--- src/rtl/uart_tx_arbiter.sv ---
// uart_tx_arbiter
//   Round-robin arbiter that lets NREQ byte requesters share one UART
//   transmitter. A winner is picked in IDLE, granted for one cycle in START,
//   and owns the transmitter through WAIT until TxDone arrives.
//
// Optional feature (macro UART_TX_ARB_TIMEOUT_EN):
//   When defined, a 16-bit watchdog aborts a WAIT that lasts TIMEOUT cycles
//   without TxDone. It pulses tx_err and bumps the saturating err_cnt.
//   When undefined, WAIT ends only on TxDone, tx_err is 0 and err_cnt is 8'h00.
//
// Ports
//   Clk       in   system clock, rising edge
//   Rst       in   synchronous active-high reset
//   req       in   per-requester level request, held until granted
//   req_data  in   requester i byte on bits [8i+7:8i]
//   gnt       out  one-cycle grant pulse, one-hot
//   start_tx  out  one-cycle start pulse to the transmitter
//   TxData    out  byte presented to the transmitter, held until completion
//   TxDone    in   one-cycle completion pulse from the transmitter
//   busy      out  high from grant until the transfer ends
//   cur_id    out  index of the current owner
//   tx_err    out  one-cycle watchdog timeout pulse
//   err_cnt   out  saturating timeout count

module uart_tx_arbiter #(
  parameter int unsigned NREQ    = 4,
  parameter int unsigned IDW     = 2,
  parameter logic [15:0] TIMEOUT = 16'd50000
) (
  input  logic                Clk,
  input  logic                Rst,
  input  logic [NREQ-1:0]     req,
  input  logic [NREQ*8-1:0]   req_data,
  output logic [NREQ-1:0]     gnt,
  output logic                start_tx,
  output logic [7:0]          TxData,
  input  logic                TxDone,
  output logic                busy,
  output logic [IDW-1:0]      cur_id,
  output logic                tx_err,
  output logic [7:0]          err_cnt
);

  // The byte-lane select below assumes 4 requesters with a 2-bit index.
  if (NREQ != 4 || IDW != 2 || TIMEOUT < 16'd2) begin : g_bad_params
    $error("uart_tx_arbiter: unsupported parameter set");
  end

  typedef enum logic [1:0] {
    IDLE,
    START,
    WAIT
  } state_t;

  state_t         state;
  logic [IDW-1:0] last_winner;
  logic [IDW-1:0] winner;
  logic [IDW-1:0] cand;
  logic           found;
  logic [7:0]     winner_data;

  // Round-robin search: start one past the last owner and wrap.
  always_comb begin
    winner = last_winner;
    cand   = '0;
    found  = 1'b0;
    for (int unsigned off = 1; off <= NREQ; off++) begin
      cand = IDW'((32'(last_winner) + off) % NREQ);
      if (!found && req[cand]) begin
        winner = cand;
        found  = 1'b1;
      end
    end
  end

  assign winner_data = req_data[{winner, 3'b000} +: 8];

`ifdef UART_TX_ARB_TIMEOUT_EN
  logic [15:0] wd;
`else
  assign tx_err  = 1'b0;
  assign err_cnt = 8'h00;
`endif

  always_ff @(posedge Clk) begin
    if (Rst) begin
      state       <= IDLE;
      gnt         <= '0;
      start_tx    <= 1'b0;
      busy        <= 1'b0;
      TxData      <= '0;
      cur_id      <= '0;
      last_winner <= IDW'(NREQ - 1);
`ifdef UART_TX_ARB_TIMEOUT_EN
      wd          <= '0;
      tx_err      <= 1'b0;
      err_cnt     <= '0;
`endif
    end else begin
      gnt      <= '0;
      start_tx <= 1'b0;
`ifdef UART_TX_ARB_TIMEOUT_EN
      tx_err   <= 1'b0;
`endif
      case (state)
        IDLE: begin
          if (|req) begin
            state       <= START;
            gnt[winner] <= 1'b1;
            start_tx    <= 1'b1;
            busy        <= 1'b1;
            TxData      <= winner_data;
            cur_id      <= winner;
          end
        end
        START: begin
          // TxDone is deliberately not looked at here.
          state <= WAIT;
`ifdef UART_TX_ARB_TIMEOUT_EN
          wd    <= '0;
`endif
        end
        WAIT: begin
          // Completion wins over a timeout landing in the same cycle.
          if (TxDone) begin
            state       <= IDLE;
            busy        <= 1'b0;
            last_winner <= cur_id;
          end
`ifdef UART_TX_ARB_TIMEOUT_EN
          else if (wd == TIMEOUT - 16'd1) begin
            state       <= IDLE;
            busy        <= 1'b0;
            last_winner <= cur_id;
            tx_err      <= 1'b1;
            if (err_cnt != 8'hFF) begin
              err_cnt <= err_cnt + 8'd1;
            end
          end else begin
            wd <= wd + 16'd1;
          end
`endif
        end
        default: begin
          state <= IDLE;
        end
      endcase
    end
  end

endmodule
--- config.mk ---
export PLATFORM = sky130hd
export DESIGN_NAME = uart_tx_arbiter
export DESIGN_NICKNAME = d
export VERILOG_FILES = /design/src/rtl/uart_tx_arbiter.sv
export SDC_FILE = /design/constraint.sdc
export NUM_CORES = 1
export LEC_CHECK = 0
export BUFFER_PORTS_ARGS = -buffer_cell sky130_fd_sc_hd__buf_2
export CAP_MARGIN = 20
export CORE_UTILIZATION = 46
export DETAILED_ROUTE_END_ITERATION = 6
export GPL_ROUTABILITY_DRIVEN = 1
export PLACE_DENSITY = 0.88
export SKIP_CTS_REPAIR_TIMING = 1
export SYNTH_ARGS = -nofsm -noshare
export SYNTH_HDL_FRONTEND = slang
export SYNTH_SLANG_ARGS = --single-unit
--- constraint.sdc ---
create_clock -name Clk -period 4.65 [get_ports Clk]
set_input_delay 0.2325 -clock Clk [delete_from_list [all_inputs] [get_ports Clk]]
set_output_delay 0.2325 -clock Clk [all_outputs]
set_load 0.005 [all_outputs]
# After elaboration in Yosys (flattened, before gate mapping)
# Cells that the tools add are included.
# op_classes
n_addsub	4
n_mul	0
div	0
order_cmp	6
n_eq_ne	4
shifts	1
n_mux	24
bitwise_logic	2
n_reduce_logical	16
# op_table
cell	count
indexed part select 32 x 6 -> 8 bit	1
less-than comparator 2 x 3 -> 1 bit, second input constant	5
2-to-1 mux 2 bit	6
2-to-1 mux 1 bit	11
binary-select mux 1 bit (select 2 bit)	4
case mux 2 bit (3 select lines)	1
AND reduction 2 bit	3
adder 2 x 1 -> 2 bit, second input constant	2
adder 2 bit, second input constant	2
logical AND 1 bit	4
inequality test 2 bit, second input constant	2
OR reduction 4 bit	1
logical NOT 1 bit	3
AND reduction 3 bit	1
OR reduction 3 bit	1
demux 1 bit (select 2 bit)	1
== test 2 x 1 -> 1 bit, second input constant	1
== test 2 bit, second input constant	1
>= comparator 2 x 1 -> 1 bit, second input constant	1
logical NOT 2 bit	1
inverter 1 bit	2
case mux 1 bit (2 select lines)	1
nonzero test 2 bit	1
OR reduction 2 bit	1
# totals
ff_bits	20
latch_bits	0
ram_bits	0
rom_bits	0
in_bits	39
output_inout_bits	25
wordCells	64
n_memories	0

# Logic depth before layout (Yosys ltp)
# depth
depth_word	17
depth_mapped	7
depth_no_buf	5

# Worst setup path before layout
# Ideal clock, no wire load.
# synth_path
kind	register to register
from	reg last_winner[0]
to	reg TxData[1]
setup_ns	0.133
t_arrival_ns	1.471
required_ns	4.517
path_slack_ns	3.045
path_stages_with_launch	7
path_buffers	1
synth_period_minus_slack_ns	1.605
cell_sequence	dfxtp_1 -> clkbuf_1 -> nor2b_1 -> o31ai_1 -> a21boi_4 -> a222oi_1 -> o21ai_0
# synth_via
elab_chain_len	14
elab_cells_between_ends	26
classes_between	add/sub: 4; shift: 1; mux: 15; reduce/logical: 6
# synth_lines
item	line	source
from (decl)	56	logic [IDW-1:0] last_winner;
from (signal assigned)	93	last_winner <= IDW'(NREQ - 1);
from (signal assigned)	128	last_winner <= cur_id;
adder 2 x 1 -> 2 bit	68	cand = IDW'((32'(last_winner) + off) % NREQ);
binary-select mux 1 bit (select 2 bit)	69	if (!found && req[cand]) begin
2-to-1 mux 1 bit (implied by the code)	69	
2-to-1 mux 1 bit	69	
logical NOT 1 bit	69	
logical AND 1 bit	69	
2-to-1 mux 1 bit	69	
logical NOT 1 bit	69	
logical AND 1 bit	69	
2-to-1 mux 1 bit	69	
logical NOT 1 bit	69	
logical AND 1 bit	69	
2-to-1 mux 2 bit (*)	69	
indexed part select 32 x 6 -> 8 bit (*)	76	assign winner_data = req_data[{winner, 3'b000} +: 8];
to (signal assigned)	112	TxData <= winner_data;
to (decl)	36	output logic [7:0] TxData,
# Mark *: on every way between the ends. The rest lies on a longest branch, timed or not. The select of a mux whose other input is x is not followed.
# A chain may end at the register's enable or synchronous reset.

# Worst setup path after layout
# layout_path
from	reg last_winner[1]
to	reg TxData[0]
# The elaborated chain is that of the path after synthesis.

==> reports/metrics.csv <==
stage,metric,value,unit
route,iteration-0 DRC count of the detailed router,36,
worst_setup_path,Critical Path AT,2.03,ns
worst_setup_path,Worst EP required,4.83,ns
flow_run,Maximum Capacitance Violations,0,
global_route,Total Routing Usage GR,0.209,
route,via count,1096,
cts,TritonCTS clock tree,built,
pwr,Static Leak,0.661,nW
global_route,global-route wire length before repair,4.22,mm
hold_path,Hold WC Path Type,primary input to flip-flop,
cts,number of clock sinks,20,
timing,worst setup margin,2.80,ns
timing,Worst Hold Slack,0.177,ns
synth,count of cell types in the netlist,37,
placed_design,dpl hpwl,1.99,mm
worst_setup_path,slowest CP cell,dfxtp_1,
floorplanning,# IOs,64,
pwr,Peak VDD IR,0.218,mV
timing,Clock Skew,0.00387,ns
final_layout,Final #Nets,212,
floorplanning,DIE WIDTH,51.0,um
synth,post-synthesis sequential area ratio,0.363,
worst_setup_path,worst path bufs/invs,0,
global_route,pin count of the biggest net entering global routing,13,
cts,Clock Path Buffers,2,
synth,Mapped Area,1100,sq um
floorplanning,die area,2600,sq um
timing,Fin. Hold Viols,0,
synth,"FF+latch count, synth",20,
final_layout,synthesis-to-layout area growth,24.9,%
timing,Final period util,0.398,
synth,Synth Instances,120,
final_layout,n_diodes,0,
floorplanning,number of cell rows,17,
route,drt total wl,2.56,mm
route,Post-DRT Antenna Nets,0,
worst_setup_path,crit-path cells,"or2b_1, a21oi_2, or3_1, a2111oi_0, a211oi_1",
cts,htree depth,1,
timing,unrepaired setup endpoints after global routing,no,
route,1st-pass router iterations,4,
timing,max-slew violation count,0,
timing,fin crit period,1.85,ns
timing,FMAX,0.540,GHz
outcome,outcome,"complete, no violations",
final_layout,final core area utilization,0.616,
placed_design,GP Congestion,0.863,
timing,Slew HR,0.568,
cts,cts bufs inserted,3,
pwr,pwr dens,298,nW/um^2
final_layout,area occupied by multi-input gates,619,sq um
worst_setup_path,CP Class,flip-flop to flip-flop,
floorplanning,Die Y-Extent,51.0,um
worst_setup_path,Top delay family on crit path,compound AO/OA/AOI/OAI gates,
cts,Clock transition at path regs,0.11,ns
route,routed length per instance,12.8,um
global_route,gr ovfl total,0,
floorplanning,Initial Utilization,0.494,
cts,clock root cell,clkbuf_4,
synth,post-synth top area cell,dfxtp_1,
final_layout,Storage cell area,400,sq um
placed_design,Port-buffer cells,54,
worst_setup_path,Worst Setup End Kind,flip-flop,
synth,syn_area_per_cell,9.19,sq um
placed_design,dpl ws,2.83,ns
route,vias per cell,5.48,
final_layout,FILL cells,187,
final_layout,Non-Filler Instances,200,
timing,Worst-Margin Slew,0.643,ns
worst_setup_path,max incr delay on CP,0.49,ns
timing,Setup-failing EPs final,0,
final_layout,share of layout cells above drive strength 1,0.372,
worst_setup_path,Startpoint Class,flip-flop,
synth,YS warnings,0,
route,DRC violations left,0,
cts,clk_lat worst skew,0.30,ns
synth,post-synth top area share,0.363,
worst_setup_path,Crit Path Max Fanout,10,
global_route,initial antenna violation count,0,
synth,Synth area leaders,"dfxtp_1 36%, mux2i_1 8.2%, buf_4 7.5%, a222oi_1 4.5%, nor2_1 3.7%",
global_route,vias in the first global route,1000,
floorplanning,core area,2230,sq um
timing,post-route setup TNS,0,ns
placed_design,Placed Cells,196,
cells by family after synthesis:
group,after synthesis,share of synthesized area
flip-flops,20,0.363
multiplexers,9,0.0817
AO/OA/AOI/OAI,33,0.229
buffers and inverters,17,0.102
other,1,0.00340
AND/OR/NAND/NOR,40,0.220
layout by cell type (no fill, tap or decap), types with 2 or more instances in the layout:
cell       count
buf_2         54
dfxtp_1       20
nor2_1        11
mux2i_1        9
conb_1         9
a211oi_1       5
a222oi_1       5
nand2_1        4
nand2b_1       4
o21ai_0        4
nor4b_1        4
a21oi_1        3
nor3_1         3
o21bai_1       3
a2111oi_0      3
o21ai_1        3
clkbuf_4       3
nor2b_1        2
inv_1          2
nor4_2         2
or3_1          2
state kept, by name, indices dropped and copies added, names as in the netlist:
register and count:
busy 1, start_tx 1, state 2, gnt 4, last_winner 2, TxData 8, cur_id 2
report_power, final:
part	switching (mW)	internal [mW]
logic	0.0532	0.0512
registers	0.0137	0.191
clock network	0.0521	0.0478
total	0.119	0.290
stage by stage:
stage                     power (mW)  area (sq um)
after detailed placement       0.312          1340
after floorplan                0.273          1130
after CTS                      0.409          1380
after global placement         0.309          1340
after global routing           0.430          1380
final                          0.409          1380
worst paths after layout:
check            startpoint        end  slack (ns)  cells past startpoint
max          last_winner[1]  TxData[0]        2.80                      5
min            req_data[28]  TxData[4]        0.18                      3
max reg2reg  last_winner[1]  TxData[0]        2.80                      5
min reg2reg       cur_id[1]  cur_id[1]        0.49                      2
cell type report:
type                            instances  share of cell area
Multi-Input combinational cell         91               0.450
Sequential cell                        20               0.291
Timing Repair Buffer                   55               0.202
Clock buffer                            4              0.0264
Tap cell                               28              0.0255
Inverter                                2             0.00545
Yosys cell counts:
cell       number
o21ai_1         3
inv_1           2
o21bai_1        3
nor4b_1         4
nor2_1         11
a2111oi_0       3
a222oi_1        5
nand2b_1        4
mux2i_1         9
dfxtp_1        20
nor2b_1         2
nand3b_1        1
or2b_1          1
or3_4           1
o31ai_1         1
conb_1          1
clkbuf_1        3
nor3b_1         1
buf_6           1
nor3_1          3
o21ai_0         4
nand2_1         4
a211o_1         1
nor4_2          2
nor4_1          1
or3b_1          1
a211oi_1        5
o31a_1          1
a21oi_1         3
a31oi_1         1
and2_1          1
o21a_1          1
and3_1          1
or3_1           2
buf_4          11
a21oi_2         1
a21boi_4        1
per-layer routing:
| layer | GRT usage | part of all wire |
|---|---|---|
| met3 | 0.0417 | 0.083 |
| met1 | 0.268 | 0.43 |
| met5 | 0 | 0 |
| met2 | 0.346 | 0.47 |
| met4 | 0.0694 | 0.021 |
tightest hold or removal path: stages:
cell and delay [ns]:
buf_2 0.08, a222oi_1 0.07, o21ai_1 0.07
No activity file was read; power rests on OpenSTA's default activity.
